`src/rtl/dft8_stream.sv`:
```
// dft8_stream: streaming 8-point radix-2 DIT FFT with valid/ready input and output.
// A frame is loaded bit-reversed, transformed in place over three cycles, then drained in natural order.
module dft8_stream #(
  parameter int DW   = 8,
  parameter int FRAC = 4,
  parameter int TWF  = 7,
  parameter int OW   = DW + 3
) (
  input  logic                 clk,
  input  logic                 rst,
  input  logic                 in_valid,
  output logic                 in_ready,
  input  logic signed [DW-1:0] in_data,
  input  logic                 inv,
  output logic                 out_valid,
  input  logic                 out_ready,
  output logic signed [OW-1:0] out_re,
  output logic signed [OW-1:0] out_im,
  output logic [2:0]           out_idx,
  output logic                 out_last
);

  if (OW < DW + 3 || TWF < 4 || TWF > 15 || FRAC < 0 || FRAC > DW) begin : g_bad_params
    $error("dft8_stream: illegal parameter combination");
  end

  typedef enum logic [2:0] {LOAD, STAGE1, STAGE2, STAGE3, OUT} state_t;

  localparam int PW = OW + TWF + 1;

  // round(0.70710678 * 2^f) for the supported twiddle precisions
  function automatic int twiddle_c(input int f);
    case (f)
      4:       return 11;
      5:       return 23;
      6:       return 45;
      7:       return 91;
      8:       return 181;
      9:       return 362;
      10:      return 724;
      11:      return 1448;
      12:      return 2896;
      13:      return 5793;
      14:      return 11585;
      default: return 23170;
    endcase
  endfunction

  localparam logic signed [PW-1:0] C_W  = PW'(twiddle_c(TWF));
  localparam logic signed [PW-1:0] HALF = PW'(1) << (TWF - 1);

  function automatic logic signed [PW-1:0] sx(input logic signed [OW-1:0] v);
    return {{(PW - OW){v[OW-1]}}, v};
  endfunction

  function automatic logic signed [OW-1:0] round_shift(input logic signed [PW-1:0] p);
    logic signed [PW-1:0] s;
    s = (p + HALF) >>> TWF;
    return s[OW-1:0];
  endfunction

  function automatic logic [2:0] bitrev(input logic [2:0] a);
    return {a[0], a[1], a[2]};
  endfunction

  state_t state_q, state_d;
  logic [2:0] cnt_q, cnt_d;
  logic inv_q, inv_d;
  logic signed [OW-1:0] re_q [8];
  logic signed [OW-1:0] re_d [8];
  logic signed [OW-1:0] im_q [8];
  logic signed [OW-1:0] im_d [8];
  logic in_ready_q, in_ready_d;
  logic out_valid_q, out_valid_d;
  logic signed [OW-1:0] out_re_q, out_re_d, out_im_q, out_im_d;
  logic [2:0] out_idx_q, out_idx_d, nxt_idx;
  logic out_last_q, out_last_d;

  int lg;
  logic [2:0] a_i, b_i;
  logic [1:0] tw;
  logic signed [OW-1:0] br, bi, tr, ti;
  logic signed [PW-1:0] wr, wi;

  always_comb begin
    state_d     = state_q;
    cnt_d       = cnt_q;
    inv_d       = inv_q;
    re_d        = re_q;
    im_d        = im_q;
    in_ready_d  = in_ready_q;
    out_valid_d = out_valid_q;
    out_re_d    = out_re_q;
    out_im_d    = out_im_q;
    out_idx_d   = out_idx_q;
    out_last_d  = out_last_q;
    nxt_idx     = out_idx_q + 3'd1;
    lg          = 0;
    a_i         = '0;
    b_i         = '0;
    tw          = '0;
    br          = '0;
    bi          = '0;
    tr          = '0;
    ti          = '0;
    wr          = '0;
    wi          = '0;

    case (state_q)
      LOAD: begin
        if (in_valid && in_ready_q) begin
          re_d[bitrev(cnt_q)] = {{(OW - DW){in_data[DW-1]}}, in_data};
          im_d[bitrev(cnt_q)] = '0;
          if (cnt_q == 3'd0) inv_d = inv;
          cnt_d = cnt_q + 3'd1;
          if (cnt_q == 3'd7) begin
            state_d    = STAGE1;
            in_ready_d = 1'b0;
          end
        end
      end

      STAGE1, STAGE2, STAGE3: begin
        lg = (state_q == STAGE1) ? 0 : (state_q == STAGE2) ? 1 : 2;
        // span is 1<<lg; twiddle exponent is the position inside the group scaled up to W8
        for (int i = 0; i < 8; i++) begin
          if (((i >> lg) & 1) == 0) begin
            a_i = 3'(i);
            b_i = 3'(i + (1 << lg));
            tw  = 2'((i & ((1 << lg) - 1)) << (2 - lg));
            br  = re_q[b_i];
            bi  = im_q[b_i];
            case (tw)
              2'd0: begin
                tr = br;
                ti = bi;
              end
              2'd2: begin
                tr = inv_q ? -bi : bi;
                ti = inv_q ? br : -br;
              end
              default: begin
                wr = (tw == 2'd1) ? C_W : -C_W;
                wi = inv_q ? C_W : -C_W;
                tr = round_shift(wr * sx(br) - wi * sx(bi));
                ti = round_shift(wr * sx(bi) + wi * sx(br));
              end
            endcase
            re_d[a_i] = re_q[a_i] + tr;
            im_d[a_i] = im_q[a_i] + ti;
            re_d[b_i] = re_q[a_i] - tr;
            im_d[b_i] = im_q[a_i] - ti;
          end
        end
        state_d = (state_q == STAGE1) ? STAGE2 : (state_q == STAGE2) ? STAGE3 : OUT;
      end

      OUT: begin
        if (!out_valid_q) begin
          out_valid_d = 1'b1;
          out_re_d    = re_q[0];
          out_im_d    = im_q[0];
          out_idx_d   = 3'd0;
          out_last_d  = 1'b0;
        end else if (out_ready) begin
          if (out_idx_q == 3'd7) begin
            out_valid_d = 1'b0;
            out_re_d    = '0;
            out_im_d    = '0;
            out_idx_d   = 3'd0;
            out_last_d  = 1'b0;
            in_ready_d  = 1'b1;
            state_d     = LOAD;
          end else begin
            out_re_d   = re_q[nxt_idx];
            out_im_d   = im_q[nxt_idx];
            out_idx_d  = nxt_idx;
            out_last_d = (nxt_idx == 3'd7);
          end
        end
      end

      default: state_d = LOAD;
    endcase
  end

  always_ff @(posedge clk or posedge rst) begin
    if (rst) begin
      state_q     <= LOAD;
      cnt_q       <= '0;
      inv_q       <= 1'b0;
      in_ready_q  <= 1'b1;
      out_valid_q <= 1'b0;
      out_re_q    <= '0;
      out_im_q    <= '0;
      out_idx_q   <= '0;
      out_last_q  <= 1'b0;
      for (int i = 0; i < 8; i++) begin
        re_q[i] <= '0;
        im_q[i] <= '0;
      end
    end else begin
      state_q     <= state_d;
      cnt_q       <= cnt_d;
      inv_q       <= inv_d;
      in_ready_q  <= in_ready_d;
      out_valid_q <= out_valid_d;
      out_re_q    <= out_re_d;
      out_im_q    <= out_im_d;
      out_idx_q   <= out_idx_d;
      out_last_q  <= out_last_d;
      re_q        <= re_d;
      im_q        <= im_d;
    end
  end

  assign in_ready  = in_ready_q;
  assign out_valid = out_valid_q;
  assign out_re    = out_re_q;
  assign out_im    = out_im_q;
  assign out_idx   = out_idx_q;
  assign out_last  = out_last_q;

endmodule

```
`config.mk`:
```
export PLATFORM = sky130hd
export DESIGN_NAME = dft8_stream
export DESIGN_NICKNAME = d
export VERILOG_FILES = /design/src/rtl/dft8_stream.sv
export SDC_FILE = /design/constraint.sdc
export NUM_CORES = 2
export LEC_CHECK = 0
export BUFFER_PORTS_ARGS = -buffer_cell sky130_fd_sc_hd__buf_2
export CORE_UTILIZATION = 59
export DETAILED_ROUTE_END_ITERATION = 6
export PLACE_DENSITY = 0.75
export SETUP_SLACK_MARGIN = 0.02
export SLEW_MARGIN = 30
export SYNTH_ARGS = -nofsm -noshare
export SYNTH_HDL_FRONTEND = slang
export SYNTH_SLANG_ARGS = --single-unit
```
`constraint.sdc`:
```
create_clock -name clk -period 20.4 [get_ports clk]
set_input_delay 2.04 -clock clk [delete_from_list [all_inputs] [get_ports clk]]
set_output_delay 2.04 -clock clk [all_outputs]
set_load 0.02 [all_outputs]
```
# Word level (Yosys, flattened, before mapping)

Index checks and enable logic that the tools add are counted.

Register bits: 211
Bits of input ports: 13
Output and inout port bits: 28
Logic and storage cells: 489

Add/sub/neg operators: 91
Multiply operators: 32
Magnitude comparators: 19
Equality and inequality tests: 29
Shift-type cells: 17
Multiplexer cells: 227
Bitwise operators: 12
Reduce and logical (&&, ||, !) cells: 37

Operators with widths:

| cell                                               | number |
|---|---|
| two-way mux 88 bit                                 | 32 |
| bitwise mux 88 bit                                 | 17 |
| two-way mux 11 bit                                 | 99 |
| multiplier 19 x 11 -> 18 bit                       | 32 |
| binary-select mux 11 bit (select 3 bit)            | 18 |
| one-hot mux 11 bit (2 select lines)                | 16 |
| one-hot mux 88 bit (2 select lines)                | 2 |
| demux 11 bit (select 3 bit)                        | 9 |
| adder 18 x 8 -> 18 bit, second input constant      | 16 |
| zero test 32 bit                                   | 8 |
| adder 11 bit                                       | 16 |
| negation 11 bit                                    | 16 |
| subtractor 11 bit                                  | 16 |
| two-way mux 19 bit                                 | 9 |
| adder 18 bit                                       | 8 |
| subtractor 18 bit                                  | 8 |
| left shift 3 x 32 -> 2 bit                         | 4 |
| AND 88 bit                                         | 1 |
| NOT 88 bit                                         | 1 |
| left shift 2 x 32 -> 2 bit                         | 2 |
| >= comparator 4 bit, second input constant         | 10 |
| NOT 3 -> 4 bit                                     | 10 |
| < comparator 4 x 1 -> 1 bit, second input constant | 9 |
| left shift 1 x 32 -> 2 bit                         | 1 |
| 31 further kinds                                   | 104 |

# Depth between registers and ports, before layout

Depth after elaboration: 39
Gate-level depth with buffers: 47
Mapped depth without buffers: 43

# Worst setup path after synthesis

Ideal clock, no wire load.

Path type: register -> register
Start point: register state_q[1]
End point: register im_q[10] (netlist bit)
Setup time: 0.087 ns
Data arrival time: 9.757 ns
Slack: 10.556 ns
Stages on the path, launching flop included: 42
Path buffers: 10
Path through: dfrtp_1 -> buf_4 -> buf_6 -> buf_6 -> nor3b_4 -> buf_2 -> buf_2 -> buf_2 -> buf_2 -> buf_1 -> clkbuf_1 -> o21ai_0 -> fa_1 -> fa_1 -> fa_1 -> inv_1 -> fa_1 -> inv_1 -> [6 not listed] -> and2_1 -> and3_1 -> a32o_1 -> a21oi_1 -> a21oi_1 -> or3_1 -> and3_1 -> a221o_1 -> ha_1 -> clkbuf_1 -> inv_1 -> o221a_2 -> a21oi_1 -> o21bai_1 -> xor2_1 -> or3_1 -> a31o_2 -> a22oi_1

Word-level cells in the longest chain between the ends: 38
Elaborated cells between the ends (all ways): 277
Those cells by class: 42 x add/sub; 16 x mul; 16 x order compare; 20 x eq/ne; 17 x shift; 130 x mux; 8 x bitwise; 28 x reduce/logical

Ends and longest elaborated chain:

| item                                                                                  | line | source |
|---|---|---|
| start, declared                                                                       | 66   | `state_t state_q, state_d;` |
| start signal, assigned                                                                | 203  | `state_q <= state_d;` |
| parallel branches: the longest is 38 deep, another holds multiplier 19 x 11 -> 18 bit | --   |  |
| end signal, assigned                                                                  | 213  | `im_q <= im_d;` |
| end, declared                                                                         | 71   | `logic signed [OW-1:0] im_q [8];` |

Parallel ways; which one is timed is not known. The select of a mux whose other input is x is not followed.
A chain may end at the register's enable or synchronous reset.

# Final worst setup path

Start point: register state_q[0]
End point: register re_q[30] (netlist bit)

Word-level cells in the longest chain between the ends: 38
Elaborated cells between the ends (all ways): 277
Those cells by class: 42 x add/sub; 16 x mul; 16 x order compare; 20 x eq/ne; 17 x shift; 130 x mux; 8 x bitwise; 28 x reduce/logical

Ends and longest elaborated chain:

| item                                                                                  | line | source |
|---|---|---|
| parallel branches: the longest is 38 deep, another holds multiplier 19 x 11 -> 18 bit | --   |  |
| end signal, assigned                                                                  | 212  | `re_q <= re_d;` |
| end, declared                                                                         | 69   | `logic signed [OW-1:0] re_q [8];` |

Parallel ways; which one is timed is not known. The select of a mux whose other input is x is not followed.

==> results.cfg <==
[critical_path]
critPathLaunch = state_q[0]
path_class = flip-flop to flip-flop
r2r-start = state_q[0]
critPathSlowestCell = dfrtp_4
critPathBufInv = 7
cpPeakStageDelay_ps = 720
r2r_slack_ps = 8060
arrival_ps = 12790
worstSetupStartpointType = flip-flop
cp-end-kind = flip-flop
path_depth = 34
worstRegToRegCells = 34
crit_fanout = 62
crit_family = adder cells
endpoint = re_q[30]
regToRegEndpoint = re_q[30]
required_ps = 20860
crit_top_cell = fa_1

[sta]
grt_setup_unrepaired = no
final-hold-violation-count = 0
fin_ws_ps = 8064
setup_viol = 0
finalCritPeriodShare = 0.6047
tightest_slew_ps = 1202
final.min_clock_period_ps = 12340
slew-limit-headroom = 0.1978
slew_viol_final = 0
tns_ps = 0
fmax_mhz = 81.06
fin_skew_ps = 18.29

[floorplanning]
core-area_mm2 = 0.1108
rows = 122
die_h_um = 336.5
die_w_um = 336.5
dieArea_mm2 = 0.1132
num_io_pins = 41
start_util = 0.5955

[yosys]
synthArstFlopShare = 1.000
synth_seq_cells = 211
yosys_warnings = 0
synthCells = 7561
seq_area_frac_synth = 0.08002
ys.flop_type = dfrtp_1
ys_types = 111
synth-edff-count = 0
avgSynthCellArea_um2 = 8.729
syn_area_mm2 = 0.06600

[final_layout]
final_cell_mix = 1598 x inv_1, 985 x fa_1, 832 x ha_1
utilization = 0.6213
nets = 9275
final_common_cell = inv_1
drive_gt1_frac = 0.05589
multi_input_area_mm2 = 0.05348
syn_to_final_growth_pct = 4.322
seqCellArea_mm2 = 0.005298
fill_cells = 9510

[clocking]
cts_resized = 0
holdBufCountCts = 0
htreeDepth = 1
cts_num_sinks = 211
numCtsBuffers = 27
clockRootBuffer = clkbuf_16
cts_tree = done
clk_latency_ps = 600
clk_pin_slew_ps = 70
clockBufferDepth = 3
cts_setup_buffers = 0

[place]
place_hpwl_mm = 198.8
portBuffers = 40
dp_slack_ps = 8475
gp_congestion = 1.084

[route]
drt_first_iter_violations = 7127
routed_via_density = 6.262
drc = 2
ant_nets = 0
wirelength_mm = 246.1
avgRoutedWirePerCell_um = 27.48
firstDrtPassIters = 7
wl_met2_mm = 102.9
via_count = 56070
met3WireLength_mm = 32.65
top_layer = met5
met1_length_mm = 89.86

[global_routing]
overflow = 0
first_global_vias = 57582
track_usage = 0.4394
antenna_found_initial = 8
grt_pass1_wl_mm = 365.9
grt_max_degree = 113

[outcome]
violations = DRC
status = finished, violations left

[hold_path]
min_path_type = flip-flop to flip-flop

[flow_run]
max_cap_violations = 0
[worst reg2reg max path: cells and delay by family, from the launching register on]
kind | cells | cell delay (ps)
adders and majority gates | 9 | 4160
muxes | 1 | 210
buffers and inverters | 7 | 2960
DFF | 1 | 720
AOI/OAI and AO/OA | 12 | 2950
and+or+nand+nor | 5 | 1210
[kinds of logic after synthesis]
kind of cell	count (synthesis)	synth area share
and+or+nand+nor	1235	0.08806
muxes	110	0.02554
buffers and inverters	1996	0.1156
adders and majority gates	1819	0.4569
xor gates and xnor gates	547	0.07324
DFF	211	0.08002
AOI/OAI and AO/OA	1641	0.1605
other	2	0.0001138
[registers in the layout, summed over array words and instances (netlist names)]
name	flops
im_q	88
re_q	88
out_im	11
out_re	11
cnt_q	3
out_idx	3
state_q	3
in_ready	1
inv_q	1
out_last	1
out_valid	1
[layer usage]
layer	track usage	up-vias
met5	0	-
met4	0.2871	8
met3	0.1434	1014
met2	0.6530	3558
met1	0.5481	27433
li1	-	24057
[through the flow]
stage / instances / hold slack, ps / area (um2)
after global placement: 8901 / 457.8 / 67870
after global routing: 8949 / 495.1 / 68840
after detailed placement: 8902 / 464.1 / 67880
final: 8954 / 470.0 / 68850
after floorplan: 7632 / 508.8 / 66260
after CTS: 8949 / 478.2 / 68820
[cells in the mapped netlist, types with 62 or more instances]
cell type | instances | share of area
ha_1 | 834 | 0.16
o21bai_1 | 123 | 0.014
a21oi_1 | 501 | 0.038
xor2_1 | 111 | 0.015
o22a_1 | 87 | 0.012
nand2_1 | 461 | 0.026
o22ai_1 | 64 | 0.0061
clkbuf_1 | 268 | 0.015
nor2_1 | 356 | 0.020
nand3_1 | 62 | 0.0047
a22oi_1 | 88 | 0.010
inv_1 | 1601 | 0.091
o21ai_0 | 308 | 0.023
xnor2_1 | 432 | 0.057
a21o_1 | 91 | 0.010
fa_1 | 985 | 0.30
dfrtp_1 | 210 | 0.080
buf_1 | 65 | 0.0037
[final cells by class]
type / instances / area share
Antenna cell: 5 / 0.0001817
Clock inverter: 10 / 0.002617
Sequential cell: 211 / 0.07694
Timing Repair Buffer: 173 / 0.01770
Clock buffer: 37 / 0.01094
Multi-Input combinational cell: 5425 / 0.7768
Tap cell: 1488 / 0.02704
Inverter: 1605 / 0.08779
[worst min-delay path by stage]
stage / slack, ps / cells after the start / from / to
after detailed placement: 460 / 2 / out_re[6] / out_re[6]
after global routing: 500 / 2 / out_im[4] / out_im[4]
after CTS: 480 / 2 / out_re[6] / out_re[6]
final: 470 / 2 / out_re[6] / out_re[6]
after floorplan: 510 / 2 / im_q[8] / im_q[8]
after global placement: 460 / 2 / out_im[4] / out_im[4]
Power is not shown: default switching activity piles up to over one toggle a cycle in this logic, so the estimate is an artifact.
